==> src/rtl/lieat_lsu_memctrl.sv <==
// lieat_lsu_memctrl: one-at-a-time LSU request to word-aligned valid/ready memory bus bridge
// Ports: clock/reset (async, active-low); lsu_req_* request in (ren/wen/fencei, addr, flag, wdata);
// lsu_rsp_* formatted response out (rdata, misalign); mem_req_* aligned bus request with lane-replicated
// data and byte strobes; mem_rsp_* bus read response in.
module lieat_lsu_memctrl #(
  parameter int XLEN = 32
) (
  input  logic            clock,
  input  logic            reset,
  input  logic            lsu_req_valid,
  output logic            lsu_req_ready,
  input  logic            lsu_req_ren,
  input  logic            lsu_req_wen,
  input  logic [XLEN-1:0] lsu_req_addr,
  input  logic [2:0]      lsu_req_flag,
  input  logic [XLEN-1:0] lsu_req_wdata,
  input  logic            lsu_req_fencei,
  output logic            lsu_rsp_valid,
  input  logic            lsu_rsp_ready,
  output logic [XLEN-1:0] lsu_rsp_rdata,
  output logic            lsu_rsp_misalign,
  output logic            mem_req_valid,
  input  logic            mem_req_ready,
  output logic            mem_req_wen,
  output logic [XLEN-1:0] mem_req_addr,
  output logic [XLEN-1:0] mem_req_wdata,
  output logic [3:0]      mem_req_wstrb,
  input  logic            mem_rsp_valid,
  output logic            mem_rsp_ready,
  input  logic [XLEN-1:0] mem_rsp_rdata
);
  typedef enum logic [1:0] {IDLE, MREQ, MRSP, RSP} state_t;
  state_t            state_q, state_d;
  logic              ren_q, ren_d, wen_q, wen_d, misal_q, misal_d;
  logic [XLEN-1:0]   addr_q, addr_d, wdata_q, wdata_d, rdata_q, rdata_d;
  logic [2:0]        flag_q, flag_d;
  logic              req_mis, req_mem;
  logic [XLEN-1:0]   sh, ld;
  logic [1:0]        off, size;
  assign off  = addr_q[1:0];
  assign size = flag_q[1:0];
  // size 11 falls into the word branch together with 10
  assign req_mis = lsu_req_flag[1] ? |lsu_req_addr[1:0] : (lsu_req_flag[0] & lsu_req_addr[0]);
  assign req_mem = (lsu_req_ren | lsu_req_wen) & ~lsu_req_fencei;
  assign sh = mem_rsp_rdata >> {off, 3'b000};
  assign ld = size == 2'b00 ? {{24{~flag_q[2] & sh[7]}}, sh[7:0]} :
              size == 2'b01 ? {{16{~flag_q[2] & sh[15]}}, sh[15:0]} : sh;
  assign lsu_req_ready    = state_q == IDLE;
  assign mem_req_valid    = state_q == MREQ;
  assign mem_rsp_ready    = state_q == MRSP;
  assign lsu_rsp_valid    = state_q == RSP;
  assign lsu_rsp_rdata    = rdata_q;
  assign lsu_rsp_misalign = misal_q;
  assign mem_req_wen      = wen_q;
  assign mem_req_addr     = {addr_q[XLEN-1:2], 2'b00};
  assign mem_req_wdata    = size == 2'b00 ? {4{wdata_q[7:0]}} :
                            size == 2'b01 ? {2{wdata_q[15:0]}} : wdata_q;
  assign mem_req_wstrb    = ~wen_q ? 4'b0000 :
                            size == 2'b00 ? 4'b0001 << off :
                            size == 2'b01 ? 4'b0011 << off : 4'b1111;
  always_comb begin
    state_d = state_q;
    ren_d   = ren_q;
    wen_d   = wen_q;
    addr_d  = addr_q;
    flag_d  = flag_q;
    wdata_d = wdata_q;
    rdata_d = rdata_q;
    misal_d = misal_q;
    case (state_q)
      IDLE: if (lsu_req_valid) begin
        ren_d   = lsu_req_ren;
        wen_d   = lsu_req_wen;
        addr_d  = lsu_req_addr;
        flag_d  = lsu_req_flag;
        wdata_d = lsu_req_wdata;
        rdata_d = '0;
        misal_d = req_mem & req_mis;
        // fence.i, misaligned and no-op requests answer without touching the bus
        state_d = (req_mem & ~req_mis) ? MREQ : RSP;
      end
      MREQ: if (mem_req_ready) state_d = MRSP;
      MRSP: if (mem_rsp_valid) begin
        rdata_d = (ren_q & ~wen_q) ? ld : '0;
        state_d = RSP;
      end
      RSP: if (lsu_rsp_ready) state_d = IDLE;
      default: state_d = IDLE;
    endcase
  end
  always_ff @(posedge clock or negedge reset) begin
    if (!reset) begin
      state_q <= IDLE;
      ren_q   <= 1'b0;
      wen_q   <= 1'b0;
      addr_q  <= '0;
      flag_q  <= '0;
      wdata_q <= '0;
      rdata_q <= '0;
      misal_q <= 1'b0;
    end else begin
      state_q <= state_d;
      ren_q   <= ren_d;
      wen_q   <= wen_d;
      addr_q  <= addr_d;
      flag_q  <= flag_d;
      wdata_q <= wdata_d;
      rdata_q <= rdata_d;
      misal_q <= misal_d;
    end
  end
endmodule
==> config.mk <==
export PLATFORM = sky130hd
export DESIGN_NAME = lieat_lsu_memctrl
export DESIGN_NICKNAME = d
export VERILOG_FILES = /design/src/rtl/lieat_lsu_memctrl.sv
export SDC_FILE = /design/constraint.sdc
export NUM_CORES = 1
export LEC_CHECK = 0
export ABC_CLOCK_PERIOD_IN_PS = 3400
export CORE_UTILIZATION = 47
export CTS_CLUSTER_DIAMETER = 30
export CTS_CLUSTER_SIZE = 30
export DETAILED_ROUTE_END_ITERATION = 10
export GPL_ROUTABILITY_DRIVEN = 1
export PLACE_DENSITY = 0.95
export SETUP_SLACK_MARGIN = 0.02
export SYNTH_ARGS = -nofsm -noshare
export SYNTH_HDL_FRONTEND = slang
export SYNTH_SLANG_ARGS = --single-unit
==> constraint.sdc <==
create_clock -name clock -period 3.4 [get_ports clock]
set_input_delay 0.68 -clock clock [delete_from_list [all_inputs] [get_ports clock]]
set_output_delay 0.68 -clock clock [all_outputs]
set_load 0.01 [all_outputs]
# Word-level counts from Yosys, hierarchy flattened
# Index checks and enable logic that the tools add are counted.
[word_totals] register_bits=104 elab_cells=56 in_bits=108 output_inout_bits=106
[classes] bitwise_logic=12 muxes=18 eq_ne=8 n_shift=3 n_reduce_logical=7
[op_table] operator="$mux 32" n=7
[op_table] operator="$pmux 32 s2" n=1
[op_table] operator="$shr 32x5->32" n=1
[op_table] operator="$mux 4" n=3
[op_table] operator="$mux 2" n=5
[op_table] operator="$pmux 2 s4" n=1
[op_table] operator="$and 1x1->1" n=7
[op_table] operator="$eq 2x1->1 const B" n=2
[op_table] operator="$eq 2x2->1 const B" n=2
[op_table] operator="$logic_not 2->1" n=2
[op_table] operator="$ne 2x1->1 const B" n=2
[op_table] operator="$ne 2x2->1 const B" n=2
[op_table] operator="$not 1->1" n=4
[op_table] operator="$reduce_and 4->1" n=1
[op_table] operator="$shl 1x2->4 const A" n=1
[op_table] operator="$shl 2x2->4 const A" n=1
[op_table] operator="$reduce_and 3->1" n=1
[op_table] operator="$reduce_and 2->1" n=1
[op_table] operator="$reduce_bool 2->1" n=1
[op_table] operator="$reduce_or 2->1" n=1
[op_table] operator="$mux 1" n=1
[op_table] operator="$or 1x1->1" n=1

# Longest topological paths before layout
[depth] depth_word=7 ltp_mapped=7 ltp_nobuf=6

# Least setup slack after synthesis
# Ideal clock, no wire load.
[synth_path] path_type="flip-flop to output port" from="reg flag_q[0]" to="out mem_req_wdata[10]" slack_ps=1296 required_ps=2720 n_path_buf=2 stages_incl_launch_ff=5 arrival_ps=1424 cell_sequence="dfrtp_1 -> buf_2 -> nor2_1 -> buf_2 -> mux2_2"
[synth_via] elab_chain_len=2
[synth_lines] item="from (decl)" line_no="36" source="logic [2:0] flag_q, flag_d;"
[synth_lines] item="from (signal assigned)" line_no="106" source="flag_q <= flag_d;"
[synth_lines] item="$logic_not 2->1" line_no="56" source="assign mem_req_wdata = size == 2'b00 ? {4{wdata_q[7:0]}} :"
[synth_lines] item="$mux 32" line_no="56"
[synth_lines] item="to (decl)" line_no="26" source="output logic [XLEN-1:0] mem_req_wdata,"
# No other way between the ends.

# Final worst setup path
[layout_path] from="reg flag_q[1]" to="out mem_req_wdata[15]"
# The elaborated chain is that of the path after synthesis.

==> flow_metrics.py <==
metrics = {
    "power": {
        "ir_worst_vdd_mv": 0.532,
        "swShare_pct": 36.2,
        "p_total_mw": 6.62,
        "p_clk_share_pct": 10.0,
        "seqPwrFrac_pct": 33.2,
        "intPower_mw": 4.23,
        "pwr-share-comb_pct": 56.7,
        "p_switching_mw": 2.40,
        "p_per_area_mw_per_mm2": 902,
        "p_leak_nw": 3.11,
    },
    "final_layout": {
        "syn2layout_area_growth_pct": 40.0,
        "num_antenna_cells": 0,
        "drive_above_1_share_pct": 22.7,
        "n_fill_cell": 821,
        "final_nets": 708,
        "fin_util_pct": 67.8,
    },
    "detailed_routing": {
        "drcViolationCount": 0,
        "vias": 3976,
        "top_layer": "met4",
        "dr.first_iter.drc_count": 207,
        "wl_um": 13600,
        "met1_length_um": 5410,
        "ant_nets": 0,
        "wl_per_cell_um": 18.4,
        "dr.pass1.iters": 5,
        "wl_met2_um": 6610,
        "vias_per_cell": 5.41,
        "wl_met3_um": 1090,
    },
    "sta": {
        "fin_setup_tns_ns": 0,
        "rsz0062_at_grt": "false",
        "finClkSkew_ns": 0.00880,
        "period_share_pct": 87.3,
        "relSlewSlack_pct": 32.8,
        "hold_slack_ns": 0.487,
        "post-route-min-period_ns": 2.97,
        "tightest_slew_ns": 1.01,
        "drv_slew": 0,
        "max_freq_mhz": 337,
        "setup_viol": 0,
        "hold_viol_final": 0,
    },
    "setup_path": {
        "path_class": "flop to output port",
        "r2r_slack_ns": 0.73,
        "worstPathRequired_ns": 2.72,
        "crit_buf_inv": 2,
        "cp-start-kind": "flop",
        "cp-end-kind": "output port",
        "reg2reg_depth": 5,
        "crit_chain": "nor2_1 -> buf_4 -> mux2_2 -> clkdlybuf4s50_1",
        "critPathTopFamily": "buffers and inverters",
        "cp_data_arrival_time_ns": 2.29,
        "r2r_start": "addr_q[0]",
        "cpPeakStageDelay_ns": 0.59,
        "critPathSlowestCell": "dfrtp_1",
        "crit_fanout": 15,
        "rr_endpoint": "lsu_rsp_rdata[24]",
    },
    "die": {
        "io_pins": 214,
        "core_area_mm2": 0.0108,
        "dieArea_mm2": 0.0116,
        "initial_core_util_pct": 48.4,
        "die_w_um": 108,
        "rows": 38,
        "die_y_um": 108,
    },
    "yosys": {
        "synthXorXnorAreaFrac_pct": 0,
        "synth-compound-area-share_pct": 11.0,
        "synth_warnings": 0,
        "synth_edf_count": 0,
        "synthSimpleGateAreaFrac_pct": 3.58,
        "netlist_instances": 424,
        "synth.area.mux_share_pct": 25.2,
        "ys_types": 34,
        "ys_seq_area_share_pct": 49.6,
        "synth_top_family_by_area": "multiplexers",
        "synthArstFlopShare_pct": 100,
        "avgSynthCellArea_um2": 12.4,
        "synth-seq-cells": 104,
        "synth_fa_ha_area_share_pct": 2.15,
        "netlist_area_mm2": 0.00525,
        "ys.flop_type": "dfrtp_1",
    },
    "cts": {
        "numCtsBuffers": 9,
        "clkLatencyLatePin_ns": 0.36,
        "clockBufferDepth": 2,
        "cts_resized": 0,
        "cts-root-buf": "clkbuf_8",
        "clock-sinks": 104,
        "clkTransAtPathRegs_ns": 0.09,
        "ctsHoldBuffers": 0,
        "cts_setup_buffers": 0,
        "cts_tree": "yes",
        "htreeDepth": 3,
    },
    "placed_design": {
        "place_congestion": 0.882,
        "portBuffers": 211,
        "dp.final_hpwl_um": 10100,
    },
    "job": {
        "timing.max_cap.violations": 0,
    },
    "run_status": {
        "outcome": "complete, no violations",
    },
    "min_path": {
        "hold_class": "primary input to asynchronous set/reset pin",
    },
    "global_routing": {
        "grt_pass1_vias": 4113,
        "antenna_found_initial": 0,
        "grt_pass1_wl_um": 21100,
        "grt_usage_pct": 24.0,
        "grt_overflow": 0,
        "grt_max_degree": 81,
    },
}
[synth_stat cells, types with 2 or more instances]
cell	count	area share (%)
nand2b_1	4	0.48
a21oi_1	17	1.6
buf_1	4	0.29
ha_1	9	2.1
a22o_1	8	1.3
mux2i_1	22	4.2
a221o_1	6	1.1
buf_2	4	0.38
nand2_1	19	1.4
dfrtp_1	104	50
o21ai_0	26	2.5
clkbuf_1	14	1.0
mux2_2	96	21
a221o_2	10	2.1
nor2_1	14	1.0
inv_1	5	0.36
buf_4	41	5.9
o21a_1	4	0.57
buf_6	2	0.43
[routing by layer]
layer	track usage, %	up-vias
met3	5.69	33
li1	-	1819
met4	12.0	0
met2	39.5	203
met1	29.4	1921
met5	0	-
[cells in the final DEF (no fill, tap or decap), drive strengths merged, types with 8 or more instances in the layout]
cell type,n
a21oi,17
a221o,16
a22o,8
buf,10
clkbuf,12
clkdlybuf4s50,210
dfrtp,104
ha,9
mux2,96
mux2i,22
nand2,19
nor2,15
o21ai,26
[worst max-delay path by stage]
stage          cells after the start  slack [ns]                end          start
6_report                           4        0.43  mem_req_wdata[15]      flag_q[1]
5_1_grt                            3        0.33  mem_req_wdata[23]      flag_q[1]
4_1_cts                            4        0.42  mem_req_wdata[15]      flag_q[1]
3_5_place_dp                       5        0.55  lsu_rsp_rdata[24]  lsu_req_valid
3_3_place_gp                       5        0.66  lsu_rsp_rdata[27]  lsu_req_valid
2_1_floorplan                      4        1.30  mem_req_wdata[10]      flag_q[0]
[flip-flops by register name (all words and copies together), names as in the netlist]
register          count
addr_q               32
lsu_rsp_rdata        32
wdata_q              32
flag_q                3
state_q               2
lsu_rsp_misalign      1
mem_req_wen           1
ren_q                 1
[metrics by stage]
step / instance area [um2] / cells / setup WS (ns)
2_1_floorplan: 5250 / 425 / 1.30
3_3_place_gp: 7190 / 720 / 0.656
3_5_place_dp: 7190 / 720 / 0.549
4_1_cts: 7350 / 735 / 0.417
5_1_grt: 7350 / 735 / 0.327
6_report: 7350 / 735 / 0.433
[area by class of cell]
type	instances	area [um2]	area share, %
multi-input cells	251	2220	30.2
flip-flops and latches	104	2600	35.4
clock inverters	3	20.0	0.272
clock buffers	12	135	1.84
well taps	140	175	2.38
inverters	5	18.8	0.255
repair buffers	220	2180	29.6
[power groups by stage]
stage / logic, mW / registers, mW / clock network (mW)
6_report: 3.76 / 2.20 / 0.664
5_1_grt: 4.02 / 2.27 / 0.748
4_1_cts: 3.79 / 2.20 / 0.682
3_5_place_dp: 3.77 / 2.22 / 0
3_3_place_gp: 3.67 / 2.18 / 0
2_1_floorplan: 2.30 / 2.12 / 0
[cells by family after synthesis]
logic type / Yosys count
buf+inv: 70
other cells: 1
fa+ha+maj: 9
compound gates: 79
flops: 104
simple gates: 42
mux: 119
[worst reg2reg max path, cell delays in order (launching register included)]
cell,delay [ns]
dfrtp_1,0.35
buf_4,0.33
nor2b_1,0.61
a22oi_2,0.17
a2111oi_4,0.92
a221o_2,0.24
No activity file was read; power rests on OpenSTA's default activity.
==> edit, RTL diff (config.mk and constraints unchanged) <==
Make the reset (`reset`) synchronous in one clocked block. Comments in the files are not updated.
--- a/src/rtl/lieat_lsu_memctrl.sv
+++ b/src/rtl/lieat_lsu_memctrl.sv
@@ -90,3 +90,3 @@
   end
-  always_ff @(posedge clock or negedge reset) begin
+  always_ff @(posedge clock) begin
     if (!reset) begin
Function: differs if reset is asserted again (counterexample within 4 cycles, from zero or initial values and one cycle with reset low); with reset held inactive, the same outputs for 4 cycles.
==> edit against the unedited design <==
  * Cell area down 4.2%
  * Register-to-register slack gained 280 ps
  * Synthesized area fell by 5.5%
  * First-iteration DRC count rose by 16%
  * Core utilization is 0.73 points higher
  * Maximum frequency shrank 1.7%
  * Critical path depth unchanged
  * Synthesized cell count increased by 40%
  * Global-route usage grew 3.4 points
  * Setup slack got worse by 50 ps
  * Sequential cell count did not move
  * Die area down 5.4%
  * Wire length is 8.9% higher
Power is not compared: it rests on default switching activity, and its combinational part moved more than twofold at a synthesized area within 25%.
==> edit: results <==
set metrics [dict create \
    reg2regPathDepth 7 \
    hold_depth 2 \
    clk_pin_slew_ps 100 \
    grt_max_degree 46 \
    synth_adder_area_share 0.0227 \
    fill_cells 789 \
    viasPerCell 5.41 \
    grt_pass1_vias 4941 \
    yosysUniqueCellTypes 39 \
    port-buffer-count 211 \
    ys_top_cells_by_area "dfxtp_1 42%, nand2_1 12%, a21oi_1 8.1%, buf_4 6.2%, mux2_2 5.7%" \
    cp.arrival_ps 2340 \
    drtIter0Drc 241 \
    synthArstFlopShare 0 \
    critPathMaxFanout 12 \
    wl_mm 14.8 \
    r2r_setup_slack_ps 1010 \
    synth_top_flop_cell "dfxtp_1" \
    synth-compound-area-share 0.180 \
    dp.cells 871 \
    stdcell_count 886 \
    final_nets 863 \
    ys_seq_area_frac 0.420 \
    synthXorXnorAreaFrac 0 \
    min_path_type "flop to flop" \
    finalClockSkew_ps 9.64 \
    drive_above_1_share 0.0787 \
    hpwl_mm 11.1 \
    status "finished clean" \
    grt_pass1_wl_mm 24.0 \
    synth_commonest_cells "165 x nand2_1, 104 x dfxtp_1, 80 x a21oi_1" \
    syn_area_per_cell_um2 8.36 \
    grt_util_all_layers 0.274 \
    place_congestion 0.861 \
    tightestPinTransition_ps 843 \
    cts_made_buffers 9 \
    synth_mux_area_frac 0.107 \
    yosysWarnings 0 \
]
-- edit: cell families (layout without fill, tap and decap cells) --
| group | count (synthesis) | after routing |
|---|---|---|
| simple gates | 199 | 199 |
| buf+inv | 88 | 244 |
| flops | 104 | 104 |
| fa+ha+maj | 9 | 9 |
| compound gates | 142 | 142 |
| other cells | 1 | 2 |
| mux | 50 | 50 |
-- edit: worst paths after layout --
path,startpoint,endpoint
setup / recovery,flag_q[0],mem_req_wdata[30]
hold / removal,addr_q[18],addr_q[18]
setup reg to reg,state_q[1],lsu_rsp_rdata[16]
hold reg to reg,addr_q[18],addr_q[18]
-- edit: per-layer routing --
metal	part of all wire	global-route usage	wire length [µm]	up-vias
li1	-	-	-	2289
met4	0.034	0.136	505	0
met2	0.51	0.497	7520	228
met5	0	0	0	-
met1	0.39	0.302	5720	2229
met3	0.068	0.0568	1010	44
-- edit: final cells by class --
class | count | area, µm² | share of cell area
sequential | 104 | 2080 | 0.296
timing repair buffer | 221 | 2210 | 0.314
tap | 136 | 170 | 0.0242
clock inverter | 4 | 31.3 | 0.00444
inverter | 8 | 30.0 | 0.00427
multi-input combinational | 402 | 2380 | 0.339
clock buffer | 11 | 131 | 0.0187
-- edit: power by group --
group / internal (mW) / total (mW) / switching [mW]
logic: 0.720 / 1.54 / 0.822
registers: 1.37 / 1.50 / 0.125
clock network: 0.268 / 0.689 / 0.422
total: 2.36 / 3.73 / 1.37
-- edit: critical path, stage by stage (launching register included) --
cell	delay (ps)
dfxtp_1	650
buf_4	300
mux2i_1	100
o21ai_0	310
clkdlybuf4s50_1	610
-- edit: metrics by stage --
step                area [µm²]  hold slack [ps]  setup WS, ps
global placement          6880              442           800
detailed placement        6880              447           677
global route              7040              484           275
CTS                       7040              461           417
floorplan                 4960              433          1150
finish                    7040              458           383
